<file path="config.mk">
export PLATFORM = sky130hd
export DESIGN_NAME = clock_divider
export DESIGN_NICKNAME = d
export VERILOG_FILES = /design/src/rtl/clock_divider_pkg.sv /design/src/rtl/clock_divider_channel.sv /design/src/rtl/clock_divider.sv
export SDC_FILE = /design/constraint.sdc
export NUM_CORES = 1
export LEC_CHECK = 0
export ABC_AREA = 1
export CORE_MARGIN = 5
export CORE_UTILIZATION = 35
export CTS_CLUSTER_SIZE = 10
export DETAILED_ROUTE_END_ITERATION = 10
export SYNTH_ARGS = -nofsm -noshare
export SYNTH_HDL_FRONTEND = slang
export SYNTH_SLANG_ARGS = --single-unit
export TNS_END_PERCENT = 10
</file>
<file path="constraint.sdc">
create_clock -name clock -period 1.4 [get_ports clock]
set_input_delay 0.28 -clock clock [delete_from_list [all_inputs] [get_ports clock]]
set_output_delay 0.28 -clock clock [all_outputs]
set_load 0.01 [all_outputs]
</file>
<file path="src/rtl/clock_divider_pkg.sv">
// Shared constants and the load-FSM state type for the clock divider.
package clock_divider_pkg;

  localparam int DEFAULT_CHANNELS = 4;
  localparam int DEFAULT_WIDTH    = 8;

  typedef enum logic {
    IDLE    = 1'b0,
    PENDING = 1'b1
  } load_state_t;

endpackage

</file>
<file path="src/rtl/clock_divider_channel.sv">
// One divider channel: counts 0..D, toggles out and pulses tick on terminal count.
module clock_divider_channel
  import clock_divider_pkg::*;
#(
  parameter int WIDTH = DEFAULT_WIDTH
) (
  input  logic             clock,
  input  logic             reset_n,
  input  logic             i_enable,
  input  logic             i_apply,
  input  logic [WIDTH-1:0] i_load_div,
  output logic             o_out,
  output logic             o_tick,
  output logic             o_tc
);

  logic [WIDTH-1:0] r_div;
  logic [WIDTH-1:0] r_cnt;
  logic             r_out;
  logic             r_tick;
  logic             w_tc;

  assign w_tc   = i_enable && (r_cnt == r_div);
  assign o_tc   = w_tc;
  assign o_out  = r_out;
  assign o_tick = r_tick;

  // i_apply only arrives on a terminal count or while disabled, so it never
  // cuts a running half-period short.
  always_ff @(posedge clock or negedge reset_n) begin
    if (!reset_n) begin
      r_div  <= '0;
      r_cnt  <= '0;
      r_out  <= 1'b0;
      r_tick <= 1'b0;
    end else begin
      r_tick <= w_tc;
      if (w_tc) begin
        r_cnt <= '0;
        r_out <= ~r_out;
      end else if (i_enable) begin
        r_cnt <= r_cnt + WIDTH'(1);
      end
      if (i_apply) begin
        r_div <= i_load_div;
        r_cnt <= '0;
      end
    end
  end

endmodule

</file>
<file path="src/rtl/clock_divider.sv">
// Multi-channel clock divider with a single-entry divisor load port.
module clock_divider
  import clock_divider_pkg::*;
#(
  parameter int CHANNELS = DEFAULT_CHANNELS,
  parameter int WIDTH    = DEFAULT_WIDTH,
  localparam int CH_W    = (CHANNELS > 1) ? $clog2(CHANNELS) : 1
) (
  input  logic                clock,
  input  logic                reset_n,
  input  logic [CHANNELS-1:0] enable,
  input  logic                load_valid,
  output logic                load_ready,
  input  logic [CH_W-1:0]     load_channel,
  input  logic [WIDTH-1:0]    load_div,
  output logic [CHANNELS-1:0] out,
  output logic [CHANNELS-1:0] tick,
  output logic                o_dbg_state
);

  load_state_t         r_state;
  load_state_t         w_next;
  logic [CH_W-1:0]     r_pend_ch;
  logic [WIDTH-1:0]    r_pend_div;
  logic                w_in_range;
  logic                w_accept;
  logic [CHANNELS-1:0] w_apply;
  logic [CHANNELS-1:0] w_tc;

  // Handshake: a load transfers on a rising edge where load_valid && load_ready;
  // load_valid may be held or dropped freely, ready depends only on FSM state.
  assign load_ready  = (r_state == IDLE);
  assign o_dbg_state = r_state;
  assign w_in_range  = (int'(load_channel) < CHANNELS);
  assign w_accept    = load_valid && load_ready && w_in_range;

  always_comb begin
    w_next = r_state;
    case (r_state)
      IDLE:    if (w_accept) w_next = PENDING;
      PENDING: if (|w_apply) w_next = IDLE;
      default: w_next = IDLE;
    endcase
  end

  always_ff @(posedge clock or negedge reset_n) begin
    if (!reset_n) begin
      r_state    <= IDLE;
      r_pend_ch  <= '0;
      r_pend_div <= '0;
    end else begin
      r_state <= w_next;
      if (w_accept) begin
        r_pend_ch  <= load_channel;
        r_pend_div <= load_div;
      end
    end
  end

  for (genvar i = 0; i < CHANNELS; i++) begin : g_ch
    // A stalled target takes the new divisor at once; a running one waits for its terminal count.
    assign w_apply[i] = (r_state == PENDING) && (r_pend_ch == CH_W'(i)) &&
                        (w_tc[i] || !enable[i]);

    clock_divider_channel #(
      .WIDTH (WIDTH)
    ) u_ch (
      .clock      (clock),
      .reset_n    (reset_n),
      .i_enable   (enable[i]),
      .i_apply    (w_apply[i]),
      .i_load_div (r_pend_div),
      .o_out      (out[i]),
      .o_tick     (tick[i]),
      .o_tc       (w_tc[i])
    );
  end

endmodule
</file>
==> insert_results.sql, run 1 <==
INSERT INTO impl_metrics (metric_group, metric, value, unit) VALUES
('status', 'status', 'finished with violations', ''),
('status', 'violations', 'setup timing', ''),
('yosys', 'postSynthNetCount', '516', ''),
('setup_path', 'worst-setup-path-type', 'reg -> reg', ''),
('setup_path', 'timing.rr.start', 'g_ch[1].u_ch.r_div[3]', ''),
('timing', 'fin_crit', '1.52', 'ns'),
('clocking', 'clock_sinks', '83', ''),
('place', 'post-dp-hpwl', '6190', 'µm'),
('routing', 'route.detailed.vias_per_inst', '4.60', ''),
('yosys', 'synth-seq-area-share', '50.1', '%'),
('clocking', 'clk_latency', '0.34', 'ns'),
('clocking', 'tritoncts', 'built', ''),
('clocking', 'clockBufferDepth', '2', ''),
('routing', 'wire_per_inst', '12.7', 'µm'),
('clocking', 'cts.root.buffer_cell', 'sky130_fd_sc_hd__clkbuf_16', ''),
('place', 'final_weighted_congestion_in_routability_driven_placement', '0.848', ''),
('power', 'power.share.switching', '37.5', '%'),
('timing', 'setup_ws', '-0.124', 'ns'),
('setup_path', 'setup.worst_path.start_class', 'register', ''),
('power', 'power.ir.vdd_worst', '0.778', 'mV'),
('setup_path', 'cp-end-kind', 'register', ''),
('clocking', 'cts-buffers-inserted', '9', ''),
('clocking', 'h_tree_levels', '3', ''),
('power', 'power.total', '11.0', 'mW'),
('cells_and_area', 'layout_common_cells', 'sky130_fd_sc_hd__nand2_1, sky130_fd_sc_hd__dfrtp_1, sky130_fd_sc_hd__inv_1, sky130_fd_sc_hd__buf_4, sky130_fd_sc_hd__nor2_1', ''),
('yosys', 'synth_simple_gate_area_share', '23.8', '%'),
('setup_path', 'worstSetupStartpoint', 'g_ch[1].u_ch.r_div[3]', ''),
('timing', 'fmax', '656', 'MHz'),
('timing', 'timing_worst_slew_pin_value', '0.421', 'ns'),
('yosys', 'synth_top_family_by_area', 'simple AND/OR/NAND/NOR gates', ''),
('timing', 'setup_violations', '15', ''),
('die', 'fp.dieW', '119', 'µm'),
('cells_and_area', 'postLayoutCoreUtil', '48.4', '%'),
('die', 'die_height', '119', 'µm'),
('die', 'design.core.area', '0.0115', 'mm²'),
('setup_path', 'setup.reg_to_reg.worst_slack', '-0.12', 'ns'),
('power', 'pint', '6.90', 'mW'),
('global_route', 'gr-usage-all-layers', '13.0', '%'),
('routing', 'drt_drc_violations_left', '0', ''),
('power', 'static-leakage-power', '2.71', 'nW'),
('yosys', 'synth_mux_area_share', '0', '%'),
('power', 'p_seq_share', '35.1', '%'),
('yosys', 'adder_and_majority_cell_fraction_of_the_synthesized_area', '1.21', '%'),
('setup_path', 'reg2reg_depth', '9', ''),
('global_route', 'grt_max_degree', '79', ''),
('yosys', 'compound_gate_portion_of_the_synthesized_area', '9.50', '%'),
('yosys', 'yosys.area_share.xor_xnor', '6.30', '%'),
('routing', 'ant_nets', '0', ''),
('die', 'initial_core_util', '36.0', '%'),
('timing', 'slew_violations', '0', ''),
('global_route', 'global_route_wire_length_before_repair', '15300', 'µm'),
('cells_and_area', 'most_common_library_cell_in_the_layout_ignoring_fill_and_taps', 'sky130_fd_sc_hd__nand2_1', ''),
('timing', 'final_cycle_share', '109', '%'),
('global_route', 'grt_pass1_vias', '3427', ''),
('yosys', 'synth_area', '0.00415', 'mm²'),
('yosys', 'flop_and_latch_count_out_of_synthesis', '83', ''),
('timing', 'hold-worst-slack', '0.288', 'ns'),
('timing', 'hold_viol', '0', ''),
('setup_path', 'timing.critical_path.to', 'o_dbg_state', ''),
('run', 'max-cap-violations', '0', ''),
('cells_and_area', 'nets', '606', ''),
('cells_and_area', 'layout-area-overhead-vs-synth', '34.5', '%'),
('timing', 'grt_setup_unrepaired', 'true', ''),
('routing', 'drt_pre_antenna_iters', '5', ''),
('timing', 'max_slew_margin', '71.9', '%'),
('power', 'p_sw', '4.13', 'mW'),
('power', 'powerDensity', '1980', 'mW/mm²'),
('die', 'io-pin-count', '27', ''),
('min_path', 'type_of_the_worst_min_delay_path', 'in -> async', ''),
('clocking', 'clk_pin_slew_worst_paths', '0.07', 'ns'),
('timing', 'clock_skew', '0.00888', 'ns');
logic make-up after synthesis:
kind of cell	after synthesis
fa+ha+maj	4
xor+xnor	29
compound gates	70
simple gates	226
flops	83
buf+inv	83
Yosys cell counts:
| cell | n | area share, % |
|---|---|---|
| sky130_fd_sc_hd__dfrtp_1 | 83 | 50 |
| sky130_fd_sc_hd__and3_1 | 1 | 0.15 |
| sky130_fd_sc_hd__nor3_1 | 2 | 0.24 |
| sky130_fd_sc_hd__buf_6 | 4 | 1.1 |
| sky130_fd_sc_hd__nor2_2 | 5 | 0.75 |
| sky130_fd_sc_hd__clkbuf_1 | 2 | 0.18 |
| sky130_fd_sc_hd__nor2_1 | 39 | 3.5 |
| sky130_fd_sc_hd__xnor2_1 | 19 | 4.0 |
| sky130_fd_sc_hd__o21ai_0 | 24 | 2.9 |
| sky130_fd_sc_hd__a21oi_1 | 9 | 1.1 |
| sky130_fd_sc_hd__inv_2 | 4 | 0.36 |
| sky130_fd_sc_hd__nand2_1 | 132 | 12 |
| sky130_fd_sc_hd__nand2_4 | 4 | 1.1 |
| sky130_fd_sc_hd__o21bai_1 | 1 | 0.18 |
| sky130_fd_sc_hd__nor3b_1 | 1 | 0.18 |
| sky130_fd_sc_hd__nor4_1 | 1 | 0.15 |
| sky130_fd_sc_hd__nand2_2 | 12 | 1.8 |
| sky130_fd_sc_hd__ha_1 | 4 | 1.2 |
| sky130_fd_sc_hd__inv_1 | 63 | 5.7 |
| sky130_fd_sc_hd__o21ai_1 | 25 | 3.0 |
| sky130_fd_sc_hd__buf_4 | 9 | 1.6 |
| sky130_fd_sc_hd__xnor2_2 | 1 | 0.39 |
| sky130_fd_sc_hd__a21oi_2 | 1 | 0.21 |
| sky130_fd_sc_hd__xor2_1 | 9 | 1.9 |
| sky130_fd_sc_hd__a41oi_1 | 1 | 0.21 |
| sky130_fd_sc_hd__nand4_1 | 7 | 1.1 |
| sky130_fd_sc_hd__buf_2 | 1 | 0.12 |
| sky130_fd_sc_hd__nand3_1 | 21 | 2.5 |
| sky130_fd_sc_hd__o21ai_2 | 9 | 1.9 |
| sky130_fd_sc_hd__nor3_4 | 1 | 0.39 |
repair_timing:
item,CTS,global route
hold endpoints to repair,5,0
hold buffers,1,0
gates resized for setup,29,53
cloned,0,2
pin swaps,2,18
buffers inserted,1,7
endpoints found under the setup margin,56,62
worst min path at each step:
stage	to	slack (ns)	depth (start not counted)
2_1_floorplan	g_ch[0].u_ch.o_out	-0.02	0
3_3_place_gp	g_ch[2].u_ch.o_out	0.09	1
3_5_place_dp	g_ch[2].u_ch.o_out	0.1	1
4_1_cts	g_ch[2].u_ch.o_out	0.28	2
5_1_grt	g_ch[2].u_ch.o_out	0.29	2
6_report	g_ch[2].u_ch.o_out	0.29	2
power groups by stage:
stage               Sequential, mW  Clock, mW  Combinational (mW)
finish                        3.87       2.65                4.50
detailed placement            3.89          0                3.97
global route                  3.99       2.80                5.07
floorplan                     3.79          0                2.64
global placement              3.87          0                3.89
CTS                           3.86       2.69                4.11
sequential cells by signal, indices dropped and copies added (netlist names):
| name | flops |
|---|---|
| o_dbg_state | 1 |
| g_ch.u_ch.r_cnt | 32 |
| r_pend_ch | 2 |
| g_ch.u_ch.o_tick | 4 |
| g_ch.u_ch.o_out | 4 |
| r_pend_div | 8 |
| g_ch.u_ch.r_div | 32 |
area by class of cell:
type / count / area (µm²)
clock buffer: 10 / 239
clock inverter: 6 / 96.3
fill: 1079 / 5940
inverter: 67 / 256
multi-input combinational: 331 / 1910
sequential: 83 / 2080
tap: 143 / 179
timing repair buffer: 93 / 818
worst max-delay path: stages (launching register included):
cell and delay (ns):
sky130_fd_sc_hd__dfrtp_1 0.40, sky130_fd_sc_hd__xnor2_1 0.18, sky130_fd_sc_hd__nand2_1 0.09, sky130_fd_sc_hd__nor2_2 0.14, sky130_fd_sc_hd__nand2_2 0.11, sky130_fd_sc_hd__nand2_4 0.14, sky130_fd_sc_hd__buf_12 0.11, sky130_fd_sc_hd__nand2_4 0.07
sky130_fd_sc_hd__nand3_1 0.10, sky130_fd_sc_hd__o21bai_1 0.07
per-layer routing:
metal  track usage (%)  part of all wire [%]  vias up
li1                  -                     -     1731
met1              15.9                    45     1610
met2              23.3                    52       26
met3              2.32                   1.8        8
met4              4.34                   1.2        0
met5                 0                     0        -
through the flow:
step                area [µm²]  TNS (ns)  setup slack (ns)  instances
finish                    5580    -0.909            -0.124        733
global route              5580     -6.09            -0.226        733
CTS                       5330    -0.507           -0.0685        724
detailed placement        4930     -2.29            -0.143        706
global placement          4930     -1.75            -0.108        706
floorplan                 4150         0            0.0570        495
No activity file was read; power rests on OpenSTA's default activity.
==> inputs of run 2 (changes only) <==
--- a/config.mk
+++ b/config.mk
@@ -6,6 +6,7 @@
 export NUM_CORES = 1
 export LEC_CHECK = 0
 export ABC_AREA = 1
+export ABC_CLOCK_PERIOD_IN_PS = 1400
 export CORE_MARGIN = 5
 export CORE_UTILIZATION = 35
 export CTS_CLUSTER_SIZE = 10
==> results of run 2 <==
Same layout as run 1: the final DEF is identical, and so are final timing and power.
==> inputs of run 3 (changes only) <==
--- a/config.mk
+++ b/config.mk
@@ -11,6 +11,7 @@
 export CORE_UTILIZATION = 35
 export CTS_CLUSTER_SIZE = 10
 export DETAILED_ROUTE_END_ITERATION = 10
+export GPL_ROUTABILITY_DRIVEN = 0
 export SYNTH_ARGS = -nofsm -noshare
 export SYNTH_HDL_FRONTEND = slang
 export SYNTH_SLANG_ARGS = --single-unit
==> results of run 3 <==
Same layout as run 1: the final DEF is identical, and so are final timing and power.
==> RTL edit, RTL diff (settings of run 2) <==
`DEFAULT_CHANNELS`: 4 -> 2.
--- a/src/rtl/clock_divider_pkg.sv
+++ b/src/rtl/clock_divider_pkg.sv
@@ -1,7 +1,7 @@
 // Shared constants and the load-FSM state type for the clock divider.
 package clock_divider_pkg;
 
-  localparam int DEFAULT_CHANNELS = 4;
+  localparam int DEFAULT_CHANNELS = 2;
   localparam int DEFAULT_WIDTH    = 8;
 
   typedef enum logic {
Ports: changed (resized enable, load_channel, out and tick); port bits go from 27 to 20. No check against the original RTL was run, so the function may have changed too.
==> RTL edit against run 2 <==
Setup slack better by 130 ps. Area after synthesis down 44%. Cell area down 46%. First-iteration DRC count down 30%. Count of clock-buffer cells in the layout down 4. Total power down 50%. Sequential power down 44%. Sequential share of layout area up 1.1 points. Sequential cell count down 37. Highest routed layer unchanged. Wire length down 48%.
==> RTL edit: results (changes against run 2) <==
metric,value,unit,change
status,"finished, final reports clean",,
ctsResizeCount,8,,-72%
crit_arrival,1590,ps,-160 ps
dp.cells,366,,-48%
power,0.00549,W,-50%
sequentialPowerShare,39.7,%,+4.6 points
power_clock,0.000843,W,-68%
ys_top_cells_by_area,"dfrtp_1 49%, nand2_1 8.7%, o21ai_2 6.0%",,
worstMarginPinSlew,362,ps,-59.4 ps
synthDistinctLibCells,28,,-6.7%
drtIter0Drc,101,,-30%
top_regs,"g_ch.u_ch.r_cnt (16), g_ch.u_ch.r_div (16), r_pend_div (8)",,
routed_wl,4790,µm,-48%
crit_end,g_ch[0].u_ch.r_cnt[7],,
drive_above_1_share,30.5,%,+1.3 points
synthAdderAreaFrac,1.07,%,-0.14 points
synthXorXnorAreaFrac,8.93,%,+2.6 points
syn-num-nets,265,,-49%
cts.clk_slew.worst_paths,90,ps,+20 ps
nets,320,,-47%
ys_seq_area_share,49.2,%,-0.88 points
post_cts.repair.setup_buffers,0,,-1
drt_first_pass_iters,4,,-1
post-place-ws,-75.1,ps,+68.2 ps
clock_latency,300,ps,-40 ps
r2r_slack,7,ps,+130 ps
cts.htree.levels,2,,-1
synth.area.mux_share,0.481,%,+0.48 points
ir_worst_vdd,607,µV,-22%
syn_to_final_growth,28.3,%,
numPortBuffers,19,,-27%
routed_via_density,4.55,,-1.2%
critical_path_peak_fanout,9,,+3
synth_commonest_cells,"54 x nand2_1, 46 x dfrtp_1, 24 x inv_1",,
fillers,640,,-41%
reg2regPathDepth,8,,-1
dp_hpwl,3280,µm,-47%
power_leakage,1.44,nW,-47%
syn_area_per_cell,9.40,µm²,+12%
wire_per_inst,12.5,µm,-0.99%
grt_pass1_wl,8160,µm,-47%
crit_start,g_ch[0].u_ch.r_div[6],,
hold_path_class,reg2reg,,
synth_compound_area_share,11.5,%,+2.0 points
grt_start_max_net_pins,47,,-41%
fmaxAchievable,0.718,GHz,+9.4%
intPower,0.00334,W,-52%
-- RTL edit: final cells by class --
class | instances | area, µm² | share of cell area (%)
sequential | 46 | 1150 | 38.4
multi-input combinational | 170 | 1080 | 35.9
timing repair buffer | 55 | 482 | 16.0
inverter | 26 | 97.6 | 3.25
tap | 77 | 96.3 | 3.21
clock buffer | 6 | 82.6 | 2.75
clock inverter | 2 | 12.5 | 0.417
-- RTL edit: routing by layer --
metal / part of all wire [%] / global-route usage (%)
met4: 1.5 / 4.46
met3: 2.8 / 2.62
met2: 46 / 18.3
met5: 0 / 0
met1: 50 / 16.6
-- RTL edit: kinds of logic (layout without fill, tap and decap cells) --
| family | Yosys count | in the layout |
|---|---|---|
| AOI/OAI and AO/OA | 41 | 41 |
| xor gates and xnor gates | 23 | 23 |
| adders and majority gates | 2 | 2 |
| buffers and inverters | 35 | 89 |
| DFF | 46 | 46 |
| muxes | 1 | 1 |
| and+or+nand+nor | 101 | 103 |
